[src/rtl/mc_pkg.sv]
// ============================================================================
// Module      : mc_pkg
// Description : Shared types and constants for the multicycle control FSM.
// Revision    : 1.0 - initial release
// ============================================================================
`default_nettype none

package mc_pkg;

  typedef enum logic [3:0] {
    ST_FETCH    = 4'd0,
    ST_DECODE   = 4'd1,
    ST_EXEC_R   = 4'd2,
    ST_EXEC_I   = 4'd3,
    ST_EXEC_BR  = 4'd4,
    ST_MEM_ADDR = 4'd5,
    ST_MEM_RD   = 4'd6,
    ST_MEM_WR   = 4'd7,
    ST_WB_R     = 4'd8,
    ST_WB_I     = 4'd9,
    ST_WB_MEM   = 4'd10,
    ST_HALT     = 4'd11
  } state_t;

  localparam logic [3:0] OP_R   = 4'b0000;
  localparam logic [3:0] OP_I   = 4'b0001;
  localparam logic [3:0] OP_BEQ = 4'b0101;
  localparam logic [3:0] OP_BNE = 4'b0110;
  localparam logic [3:0] OP_LW  = 4'b1000;
  localparam logic [3:0] OP_SW  = 4'b1001;

  localparam logic [2:0] c_aluAdd   = 3'b000;
  localparam logic [2:0] c_aluSub   = 3'b001;
  localparam logic [2:0] c_aluRType = 3'b010;
  localparam logic [2:0] c_aluIType = 3'b011;

endpackage

`default_nettype wire

[src/rtl/mc_wait_timer.sv]
// ============================================================================
// Module      : mc_wait_timer
// Description : Counts memory-wait cycles within one state visit and flags
//               expiry on the WAIT_MAX-th waiting cycle.
// Revision    : 1.0 - initial release
// ============================================================================
`default_nettype none

module mc_wait_timer #(
  parameter int WAIT_MAX = 15
) (
  input  logic clk,
  input  logic rst_n,
  input  logic i_waiting,
  input  logic i_clear,
  output logic o_expired
);

  localparam int c_cntW = $clog2(WAIT_MAX + 1);

  logic [c_cntW-1:0] r_count;

  always_ff @(posedge clk) begin
    if (!rst_n) begin
      r_count <= '0;
    end else if (i_clear) begin
      r_count <= '0;
    end else if (i_waiting) begin
      r_count <= r_count + 1'b1;
    end
  end

  // Fires combinationally so the FSM can leave for HALT on this same edge.
  assign o_expired = i_waiting && (r_count == c_cntW'(WAIT_MAX - 1));

endmodule

`default_nettype wire

[src/rtl/multicycle_control.sv]
// ============================================================================
// Module      : multicycle_control
// Description : Multicycle CPU control FSM with Moore-decoded datapath controls.
//               Optional memory-wait timeout enabled by MC_WAIT_TIMEOUT_EN.
// Revision    : 1.0 - initial release
// ============================================================================
`default_nettype none

module multicycle_control
  import mc_pkg::*;
#(
  parameter int WAIT_MAX = 15,
  parameter int OP_W     = 4
) (
  input  logic            clk,
  input  logic            rst_n,
  input  logic [OP_W-1:0] op,
  input  logic            mem_ready,
  output logic            PCWrite,
  output logic            IRWrite,
  output logic            IorD,
  output logic            RegDst,
  output logic            ALUSrc,
  output logic            MemtoReg,
  output logic            RegWrite,
  output logic            MemRead,
  output logic            MemWrite,
  output logic            Branch,
  output logic            Branch_not,
  output logic [2:0]      ALUop,
  output logic            instr_done,
  output logic            mem_err
);

  state_t r_state;
  state_t w_nextState;
  logic   w_timeout;

  logic w_isR, w_isI, w_isBeq, w_isBne, w_isLw, w_isSw;
  assign w_isR   = (op == OP_W'(OP_R));
  assign w_isI   = (op == OP_W'(OP_I));
  assign w_isBeq = (op == OP_W'(OP_BEQ));
  assign w_isBne = (op == OP_W'(OP_BNE));
  assign w_isLw  = (op == OP_W'(OP_LW));
  assign w_isSw  = (op == OP_W'(OP_SW));

`ifdef MC_WAIT_TIMEOUT_EN
  logic w_waiting;
  logic w_stateExit;
  logic r_memErr;

  assign w_waiting   = ((r_state == ST_FETCH) || (r_state == ST_MEM_RD) ||
                        (r_state == ST_MEM_WR)) && !mem_ready;
  assign w_stateExit = (w_nextState != r_state);

  mc_wait_timer #(
    .WAIT_MAX (WAIT_MAX)
  ) u_waitTimer (
    .clk       (clk),
    .rst_n     (rst_n),
    .i_waiting (w_waiting),
    .i_clear   (w_stateExit),
    .o_expired (w_timeout)
  );

  always_ff @(posedge clk) begin
    if (!rst_n) begin
      r_memErr <= 1'b0;
    end else if (w_timeout) begin
      r_memErr <= 1'b1;
    end
  end

  assign mem_err = r_memErr & rst_n;
`else
  assign w_timeout = 1'b0;
  assign mem_err   = 1'b0;
`endif

  always_ff @(posedge clk) begin
    if (!rst_n) begin
      r_state <= ST_FETCH;
    end else begin
      r_state <= w_nextState;
    end
  end

  always_comb begin
    w_nextState = r_state;
    case (r_state)
      ST_FETCH:    if (mem_ready) w_nextState = ST_DECODE;
      ST_DECODE: begin
        if (w_isR)                   w_nextState = ST_EXEC_R;
        else if (w_isI)              w_nextState = ST_EXEC_I;
        else if (w_isBeq || w_isBne) w_nextState = ST_EXEC_BR;
        else if (w_isLw || w_isSw)   w_nextState = ST_MEM_ADDR;
        else                         w_nextState = ST_HALT;
      end
      ST_EXEC_R:   w_nextState = ST_WB_R;
      ST_EXEC_I:   w_nextState = ST_WB_I;
      ST_EXEC_BR:  w_nextState = ST_FETCH;
      ST_MEM_ADDR: begin
        if (w_isLw)      w_nextState = ST_MEM_RD;
        else if (w_isSw) w_nextState = ST_MEM_WR;
        else             w_nextState = ST_HALT;
      end
      ST_MEM_RD:   if (mem_ready) w_nextState = ST_WB_MEM;
      ST_MEM_WR:   if (mem_ready) w_nextState = ST_FETCH;
      ST_WB_R, ST_WB_I, ST_WB_MEM: w_nextState = ST_FETCH;
      ST_HALT:     w_nextState = ST_HALT;
      default:     w_nextState = ST_HALT;
    endcase
    if (w_timeout) w_nextState = ST_HALT;
  end

  // Outputs are held at zero for as long as reset is asserted.
  always_comb begin
    PCWrite    = 1'b0;
    IRWrite    = 1'b0;
    IorD       = 1'b0;
    RegDst     = 1'b0;
    ALUSrc     = 1'b0;
    MemtoReg   = 1'b0;
    RegWrite   = 1'b0;
    MemRead    = 1'b0;
    MemWrite   = 1'b0;
    Branch     = 1'b0;
    Branch_not = 1'b0;
    ALUop      = c_aluAdd;
    instr_done = 1'b0;
    if (rst_n) begin
      case (r_state)
        ST_FETCH: begin
          MemRead = 1'b1;
          IRWrite = 1'b1;
          PCWrite = mem_ready;
        end
        ST_EXEC_R:  ALUop = c_aluRType;
        ST_EXEC_I: begin
          ALUop  = c_aluIType;
          ALUSrc = 1'b1;
        end
        ST_EXEC_BR: begin
          ALUop      = c_aluSub;
          Branch     = w_isBeq;
          Branch_not = w_isBne;
          instr_done = 1'b1;
        end
        ST_MEM_ADDR: ALUSrc = 1'b1;
        ST_MEM_RD: begin
          MemRead = 1'b1;
          IorD    = 1'b1;
        end
        ST_MEM_WR: begin
          MemWrite   = 1'b1;
          IorD       = 1'b1;
          instr_done = mem_ready;
        end
        ST_WB_R: begin
          RegDst     = 1'b1;
          RegWrite   = 1'b1;
          instr_done = 1'b1;
        end
        ST_WB_I: begin
          RegWrite   = 1'b1;
          instr_done = 1'b1;
        end
        ST_WB_MEM: begin
          MemtoReg   = 1'b1;
          RegWrite   = 1'b1;
          instr_done = 1'b1;
        end
        default: ;
      endcase
    end
  end

endmodule

`default_nettype wire

[config.mk]
export PLATFORM = sky130hd
export DESIGN_NAME = multicycle_control
export DESIGN_NICKNAME = d
export VERILOG_FILES = /design/src/rtl/mc_pkg.sv /design/src/rtl/mc_wait_timer.sv /design/src/rtl/multicycle_control.sv
export SDC_FILE = /design/constraint.sdc
export NUM_CORES = 1
export LEC_CHECK = 0
export ABC_AREA = 0
export ABC_CLOCK_PERIOD_IN_PS = 1470
export BUFFER_PORTS_ARGS = -buffer_cell sky130_fd_sc_hd__buf_2
export CAP_MARGIN = 20
export CORE_MARGIN = 3
export CORE_UTILIZATION = 47
export DETAILED_ROUTE_END_ITERATION = 12
export PLACE_DENSITY_LB_ADDON = 0.2
export SYNTH_ARGS = -nofsm -noshare
export SYNTH_HDL_FRONTEND = slang
export SYNTH_SLANG_ARGS = --single-unit
[constraint.sdc]
create_clock -name clk -period 1.47 [get_ports clk]
set_input_delay 0.147 -clock clk [delete_from_list [all_inputs] [get_ports clk]]
set_output_delay 0.147 -clock clk [all_outputs]
set_load 0.01 [all_outputs]
==> impl_metrics.ini, run 1 <==
[synth]
syn_area_per_cell_um2 = 6.56
ys_ff_latch = 4
async_flop_share_pct = 0
synth_top_area_share_pct = 12.9
syn-cell-area_um2 = 623
ys_seq_area_share_pct = 12.9
ys_warn_count = 0
synthCells = 95
synth_edf_count = 0
post-synth-top-count-cell = nor2_1
yosys-top-cells-count = 14 x nor2_1, 8 x a21oi_1, 6 x nand3_1
synthFlopType = dfxtp_1
ys_types = 37
yosysTopAreaCell = dfxtp_1
synth.area.top_cells = dfxtp_1 13%, nor2_1 8.4%, a21oi_1 6.4%, nand2b_1 5.0%, nand3_1 4.8%

[power_and_ir_drop]
vdd_drop_max_mv = 0.651
p_int_uw = 624
swShare_pct = 45.1
p_comb_share_pct = 69.3
pwr-share-seq_pct = 17.5
power_frac_clock_pct = 13.3
power_density_nw_per_um2 = 1150
leakagePower_nw = 0.424
p_sw_uw = 513

[global_routing]
grt_pass1_vias = 701
overflow = 0
grt.total_usage_pct = 22.5
antenna_found_initial = 0
grt_first_pass_wirelength_um = 3070
grt_max_degree = 13

[timing]
slew_viol_final = 0
finalSetupViolCount = 6
timing.final.crit_period_ns = 1.69
fmax_ghz = 0.592
period_share_pct = 115
setup_slack_ns = -0.220
finClkSkew_ns = 0.00564
whs_ns = 0.249
rsz0062_at_grt = true
hold_violations = 0
final.setup.tns_ns = -0.386

[clock_network]
clockBufferDepth = 2
ctsHtreeMaxLevel = 1
cts_made_buffers = 3
cts_sinks = 4
clk_latency_ns = 0.25
hold_buffers = 0
cts-root-buf = clkbuf_4
cts_tree = built
clk_pin_slew_ns = 0.04

[finish]
regMostFlops = r_state
fin_nets = 138
top_regs = r_state (4)
drive_gt1_share_pct = 48.8
largest_reg_flops = 4
post-route-util_pct = 84.7
area_growth_pct = 59.2
antenna_cells = 0

[setup_path]
path_class = flip-flop to output port
critPathLaunchType = flip-flop
cp-end-kind = output port
rr_endpoint = r_state[3]
reg2reg_slack_ns = -0.08
cp_max_fo = 9
reg2reg_depth = 6
arrival_ns = 1.54
r2r_start = r_state[2]
cp.required_ns = 1.32

[die]
die_height_um = 42.4
initial_utilization_pct = 53.2
ios = 23
dieArea_um2 = 1800
die_x_um = 42.4
rows = 12
core_area_um2 = 1170

[route]
vias_per_cell = 6.13
num_vias = 877
final_antenna_net_count = 0
route.detailed.drc = 0
wl_um = 2400
wire_per_inst_um = 16.8
drtPass1Iterations = 4
drtIter0Drc = 56

[placed_design]
port_buffers = 20
hpwlAfterDp_um = 1360
gp_congestion = 0.855

[min_path]
worstHoldEndpoint = r_state[2]
min_from = rst_n
min_delay_path_depth = 2
holdCritPathClass = input port to flip-flop

[status]
status = finished, violations left
violations = setup timing

[job]
cap_violations = 0
-- cells in the final DEF (no fill, tap or decap), types with 2 or more instances in the layout --
cell type,Yosys,final
nor3_1,3,3
o21ai_1,1,2
nand3_1,6,4
buf_6,2,7
nor3b_2,0,2
nand2b_1,5,5
o21ai_0,5,4
a21oi_1,8,8
clkbuf_4,0,3
nor4_4,0,2
buf_4,3,14
nand2_1,3,3
buf_2,3,19
nand3_2,0,2
o21a_1,2,2
nand3b_1,3,3
conb_1,1,2
nor2_1,14,13
dfxtp_4,0,4
inv_2,0,2
-- worst max path at each step --
stage,from,cells past startpoint,slack (ns),endpoint
final,r_state[1],4,-0.22,ALUop[0]
after global placement,r_state[1],5,0.03,r_state[3]
after CTS,r_state[1],4,-0.03,ALUop[0]
after floorplan,r_state[2],5,0.13,Branch
after detailed placement,r_state[1],5,-0.02,r_state[3]
after global routing,r_state[1],4,-0.25,ALUop[0]
-- kinds of logic (layout without fill, tap and decap cells) --
family	count (synthesis)	count (layout)	synth area share [%]
AOI/OAI and AO/OA	27	27	27.3
xor gates and xnor gates	2	2	2.81
buffers and inverters	14	47	13.3
DFF	4	4	12.9
other	1	2	0.602
and+or+nand+nor	47	47	43.2
-- final cells by class --
class / count / area (um^2)
timing repair buffer: 41 / 299
fill: 67 / 179
multi-input combinational: 78 / 547
clock buffer: 3 / 22.5
tap: 14 / 17.5
inverter: 3 / 11.3
sequential: 4 / 95.1
-- power by group through the flow --
stage	Sequential, mW	Combinational, mW	Clock (mW)
6_report	0.199	0.787	0.151
5_1_grt	0.203	0.843	0.156
4_1_cts	0.191	0.598	0.155
2_1_floorplan	0.152	0.383	0
3_5_place_dp	0.180	0.537	0
3_3_place_gp	0.179	0.527	0
-- critical path, stage by stage (launching register included) --
cell and delay, ns:
dfxtp_4 0.43, inv_2 0.07, or3_1 0.38, a21oi_1 0.22, buf_2 0.20
-- timing repair --
action | in CTS | in global routing
buffers inserted | 1 | 8
pin swaps | 0 | 10
endpoints found under the setup margin | 16 | 12
resized for setup | 14 | 21
-- layer usage --
metal	up-vias	routed length (um)	track usage (%)	share of wire, %
li1	405	-	-	-
met1	404	964	27.0	40
met2	53	1120	35.6	47
met3	15	211	5.58	8.8
met4	0	103	13.7	4.3
met5	-	0	0	0
-- per-stage QoR --
step	power (mW)	worst slack [ns]	cells	instance area, um^2
5_1_grt	1.20	-0.246	143	992
2_1_floorplan	0.535	0.131	96	627
3_5_place_dp	0.717	-0.0198	131	763
6_report	1.14	-0.220	143	992
4_1_cts	0.944	-0.0293	135	838
3_3_place_gp	0.706	0.0326	131	763
No activity file was read; power rests on OpenSTA's default activity.
==> run 2: changes to the inputs <==
--- a/config.mk
+++ b/config.mk
@@ -9,9 +9,11 @@
 export ABC_CLOCK_PERIOD_IN_PS = 1470
 export BUFFER_PORTS_ARGS = -buffer_cell sky130_fd_sc_hd__buf_2
 export CAP_MARGIN = 20
-export CORE_MARGIN = 3
-export CORE_UTILIZATION = 47
+export CORE_AREA = 3 3 40 42
+export CTS_BUF_LIST = sky130_fd_sc_hd__clkbuf_8
+export CTS_CLUSTER_SIZE = 25
 export DETAILED_ROUTE_END_ITERATION = 12
+export DIE_AREA = 0 0 43 45
 export PLACE_DENSITY_LB_ADDON = 0.2
 export SYNTH_ARGS = -nofsm -noshare
 export SYNTH_HDL_FRONTEND = slang
==> run 2 against run 1 <==
  * The run still ends with setup timing left
  * Cell count decreased by 0.70%
  * Power increased by 1.4%
  * Critical path depth unchanged
  * Worst hold slack improved by 0.033 ns
  * Clock skew decreased by 0.0031 ns
  * Global-route usage decreased by 3.0 points
  * Register-to-register slack improved by 0.09 ns
  * Via count decreased by 6.5%
  * Core utilization decreased by 9.9 points
  * Sequential share of layout area increased by 0.052 points
  * Sequential power decreased by 10%
  * Largest power group unchanged
==> impl_metrics.ini, run 2 (synthesis results as in run 1) <==
[route]
drtPass1Iterations = 4
drtIter0Drc = 16
vias_per_cell = 5.77
wire_per_inst_um = 14.7
wl_um = 2090
final_antenna_net_count = 0
route.detailed.drc = 0
num_vias = 820

[timing]
fmax_ghz = 0.669
finalSetupViolCount = 2
timing.final.crit_period_ns = 1.49
finClkSkew_ns = 0.00256
slew_viol_final = 0
period_share_pct = 102
setup_slack_ns = -0.0247
rsz0062_at_grt = true
hold_violations = 0

[clock_network]
hold_buffers = 0
cts_made_buffers = 3
ctsHtreeMaxLevel = 1
cts-root-buf = clkbuf_8
clockBufferDepth = 2
cts_sinks = 4
clk_pin_slew_ns = 0.03
cts_tree = built
clk_latency_ns = 0.22

[global_routing]
overflow = 0
antenna_found_initial = 0
grt.total_usage_pct = 19.5
grt_first_pass_wirelength_um = 2890
grt_pass1_vias = 643
grt_max_degree = 14
met2_usage_pct = 32.6
use_met1_pct = 24.9
groute.layer.met3.usage_pct = 5.18
busiest_layer = met2

[setup_path]
slowest_stage = dfxtp_4
cp_max_fo = 6
reg2reg_slack_ns = 0.01
reg2reg_depth = 6
critPathLaunchType = flip-flop
cp-end-kind = output port
crit_family = flip-flops
cp.buffers_inverters = 2
arrival_ns = 1.35
cp_slowest_stage_delay_ns = 0.36
path_class = flip-flop to output port
crit_chain = buf_6 > or3_1 > a21oi_1 > buf_2
r2r_start = r_state[2]
rr_endpoint = r_state[3]
cp.required_ns = 1.32
crit_path_start = r_state[2]

[finish]
fillerInstances = 102
layout_common_cells = 20 x buf_2, 12 x nor2_1, 11 x buf_4
antenna_cells = 0
fin_area_um2 = 961
final_common_cell = buf_2
fin_nets = 136
area_growth_pct = 54.2
multi_input_area_um2 = 523
post-route-util_pct = 74.8
drive_gt1_share_pct = 46.5
largest_reg_flops = 4
regMostFlops = r_state
final-seq-area_um2 = 92.6
top_regs = r_state (4)

[job]
cap_violations = 0

[power_and_ir_drop]
vdd_drop_max_mv = 0.948
power_density_nw_per_um2 = 1200
finalPower_mw = 1.15
leakagePower_nw = 0.414

[die]
core_area_um2 = 1280
rows = 13
die_x_um = 43
die_height_um = 45
dieArea_um2 = 1940
initial_utilization_pct = 48.5
ios = 23

[placed_design]
placed_cell_area_um2 = 769
port_buffers = 20
hpwlAfterDp_um = 1260
gp_congestion = 0.890

[min_path]
min_delay_path_depth = 2
holdCritPathClass = input port to flip-flop
min_from = rst_n
worstHoldEndpoint = r_state[2]

[status]
violations = setup timing
status = finished, violations left
[run 2: per-stage QoR]
stage / setup TNS, ns / std cells / hold slack, ns / worst slack (ns)
floorplan: 0 / 96 / 0.349 / 0.131
global placement: 0 / 131 / 0.500 / 0.0408
detailed placement: 0 / 131 / 0.502 / 0.0489
CTS: 0 / 139 / 0.268 / 0.00483
global route: -0.201 / 142 / 0.309 / -0.0527
finish: -0.0322 / 142 / 0.282 / -0.0247
[run 2: where the power goes]
| group | leakage, nW | switching, mW | total, mW | internal, mW |
|---|---|---|---|---|
| clock network | 0.0216 | 0.0628 | 0.238 | 0.175 |
| logic | 0.357 | 0.377 | 0.736 | 0.359 |
| registers | 0.0353 | 0.0389 | 0.179 | 0.140 |
| total | 0.414 | 0.479 | 1.15 | 0.674 |
[run 2: cell type report]
type,instances,share of cell area [%]
inverter,3,1.17
timing repair buffer,39,28.5
clock buffer,3,4.30
sequential,4,9.64
tap,15,1.95
multi-input combinational,78,54.4
[run 2: worst max path at each step]
stage	cells past startpoint	slack, ns	end
final	4	-0.02	ALUop[0]
after global routing	4	-0.05	ALUSrc
after CTS	5	0.005	ALUop[0]
after detailed placement	5	0.05	r_state[3]
after global placement	5	0.04	r_state[3]
after floorplan	5	0.13	Branch
[run 2: timing repair]
item,4_1_cts,5_1_grt
setup endpoints to repair,11,12
buffers inserted,5,3
resized for setup,14,15
pin swaps,2,10
[run 2: per-layer routing]
layer	wire length (um)	share of wire, %
met5	0	0
met4	48	2.3
met3	115	5.5
met1	873	42
met2	1060	50
==> run 3: changes to the inputs <==
==> constraint.sdc (replaced) <==
create_clock -name clk -period 1.47 [get_ports clk]
set_input_delay 0.2205 -clock clk [delete_from_list [all_inputs] [get_ports clk]]
set_output_delay 0.2205 -clock clk [all_outputs]
set_load 0.01 [all_outputs]
==> run 3 against run 2 <==
  * The flow still finishes with violations (setup timing)
  * Sequential power up 9%
  * Cell count up 4.2%
  * Maximum frequency down 4.5%
  * First-iteration DRC count rose to 2.7 times the previous value
  * Clock-buffer cell count unchanged
  * Non-clock buffer count up 6
  * Largest cell class unchanged
  * Highest routed layer unchanged
==> impl_metrics.ini, run 3 (synthesis results as in run 1) <==
[die]
dieArea_um2 = 1940
initial_utilization_pct = 48.5
rows = 13
ios = 23
die_x_um = 43
die_height_um = 45
core_area_um2 = 1280

[timing]
slew_viol_final = 0
finClkSkew_ns = 0.00104
rsz0062_at_grt = true
hold_violations = 0
timing.final.crit_period_ns = 1.57
final.setup.tns_ns = -0.207
period_share_pct = 106
fmax_ghz = 0.639
whs_ns = 0.434
setup_slack_ns = -0.0953
finalSetupViolCount = 7

[clock_network]
cts_sinks = 4
cts-root-buf = clkbuf_8
clockBufferDepth = 2
ctsHtreeMaxLevel = 1
cts_made_buffers = 3
clk_pin_slew_ns = 0.03
cts_tree = built
clk_latency_ns = 0.22

[global_routing]
overflow = 0
grt_pass1_vias = 781
grt_first_pass_wirelength_um = 3630
grt_max_degree = 12
antenna_found_initial = 0
grt.total_usage_pct = 25.4

[placed_design]
port_buffers = 20
gp_congestion = 0.887
pre_cts_ws_ns = 0.0107
hpwlAfterDp_um = 1350
placed_cell_area_um2 = 800

[power_and_ir_drop]
p_sw_uw = 570
p_int_uw = 752
vdd_drop_max_mv = 0.879
leakagePower_nw = 0.465
pwr-share-seq_pct = 14.8
p_comb_share_pct = 67.2
power_frac_clock_pct = 18.0
swShare_pct = 43.1
power_density_nw_per_um2 = 1210

[setup_path]
cp-end-kind = output port
slowest_stage = dfxtp_4
cp_max_fo = 7
path_class = flip-flop to output port
arrival_ns = 1.34
cp.required_ns = 1.25
crit_family = flip-flops
cp_slowest_stage_delay_ns = 0.37
cp.buffers_inverters = 2
crit_chain = buf_6 > or3_4 > a21oi_2 > buf_2
critPathLaunchType = flip-flop

[status]
status = finished, violations left
violations = setup timing

[finish]
fin_nets = 142
drive_gt1_share_pct = 54.1
multi_input_area_um2 = 586
antenna_cells = 0
final_common_cell = buf_2
fillerInstances = 72
area_growth_pct = 75.3
final-seq-area_um2 = 95.1
post-route-util_pct = 85.0
regMostFlops = r_state
layout_common_cells = 20 x buf_2, 14 x buf_4, 11 x nor2_1
largest_reg_flops = 4
fin_area_um2 = 1090
top_regs = r_state (4)

[route]
drtIter0Drc = 43
vias_per_cell = 6.01
wire_per_inst_um = 18.0
final_antenna_net_count = 0
route.detailed.drc = 0
wl_um = 2670
num_vias = 890
drtPass1Iterations = 4

[min_path]
holdCritPathClass = input port to flip-flop

[job]
cap_violations = 0
## run 3: cell count changes in the layout (fill, tap and decap cells not counted), moves of 2 or more
cell / delta
buf_6: +4
buf_4: +3
nand2_1: -2
nand2_2: +2
nor4_1: -2
nor4_4: +2
## run 3: worst paths after layout
| path | startpoint | endpoint | slack, ns | depth (start not counted) |
|---|---|---|---|---|
| setup / recovery | r_state[2] | ALUop[0] | -0.1 | 4 |
| hold / removal | op[1] | r_state[2] | 0.43 | 3 |
| setup reg to reg | r_state[1] | r_state[0] | -0.01 | 7 |
| hold reg to reg | r_state[3] | r_state[3] | 0.69 | 3 |
## run 3: final cells by class
| cell class | instances | share of cell area [%] |
|---|---|---|
| sequential | 4 | 8.71 |
| multi-input combinational | 78 | 53.6 |
| timing repair buffer | 45 | 30.9 |
| clock buffer | 3 | 3.78 |
| inverter | 3 | 1.26 |
| tap | 15 | 1.72 |
## run 3: repair_timing
action	in CTS	in global routing
setup endpoints to repair	15	15
buffers inserted	5	5
pin swaps	5	12
endpoints found under the hold margin	0	0
resized for setup	20	24
hold buffers	0	0
## run 3: metal layers
| layer | vias up | routed length, um | global-route usage (%) |
|---|---|---|---|
| li1 | 415 | - | - |
| met1 | 417 | 1110 | 28.4 |
| met2 | 48 | 1300 | 46.4 |
| met3 | 10 | 194 | 5.18 |
| met4 | 0 | 71 | 11.4 |
| met5 | - | 0 | 0 |
## run 3: metrics by stage
step	std cells	total power, mW
after floorplan	96	0.535
after global placement	135	0.734
after detailed placement	135	0.738
after CTS	143	1.11
after global routing	148	1.39
final	148	1.32
## run 3: worst reg2reg max path: cells and delay by family, from the launching register on
family / cells / cell delay, ns
buffers and inverters: 3 / 0.43
flip-flops: 1 / 0.35
AND/OR/NAND/NOR: 2 / 0.33
AO/OA/AOI/OAI: 2 / 0.30
## run 3: power groups by stage
stage	registers [mW]	clock network, mW	logic (mW)
floorplan	0.152	0	0.383
global placement	0.175	0	0.559
detailed placement	0.174	0	0.564
CTS	0.185	0.231	0.691
global route	0.196	0.249	0.940
finish	0.196	0.238	0.888
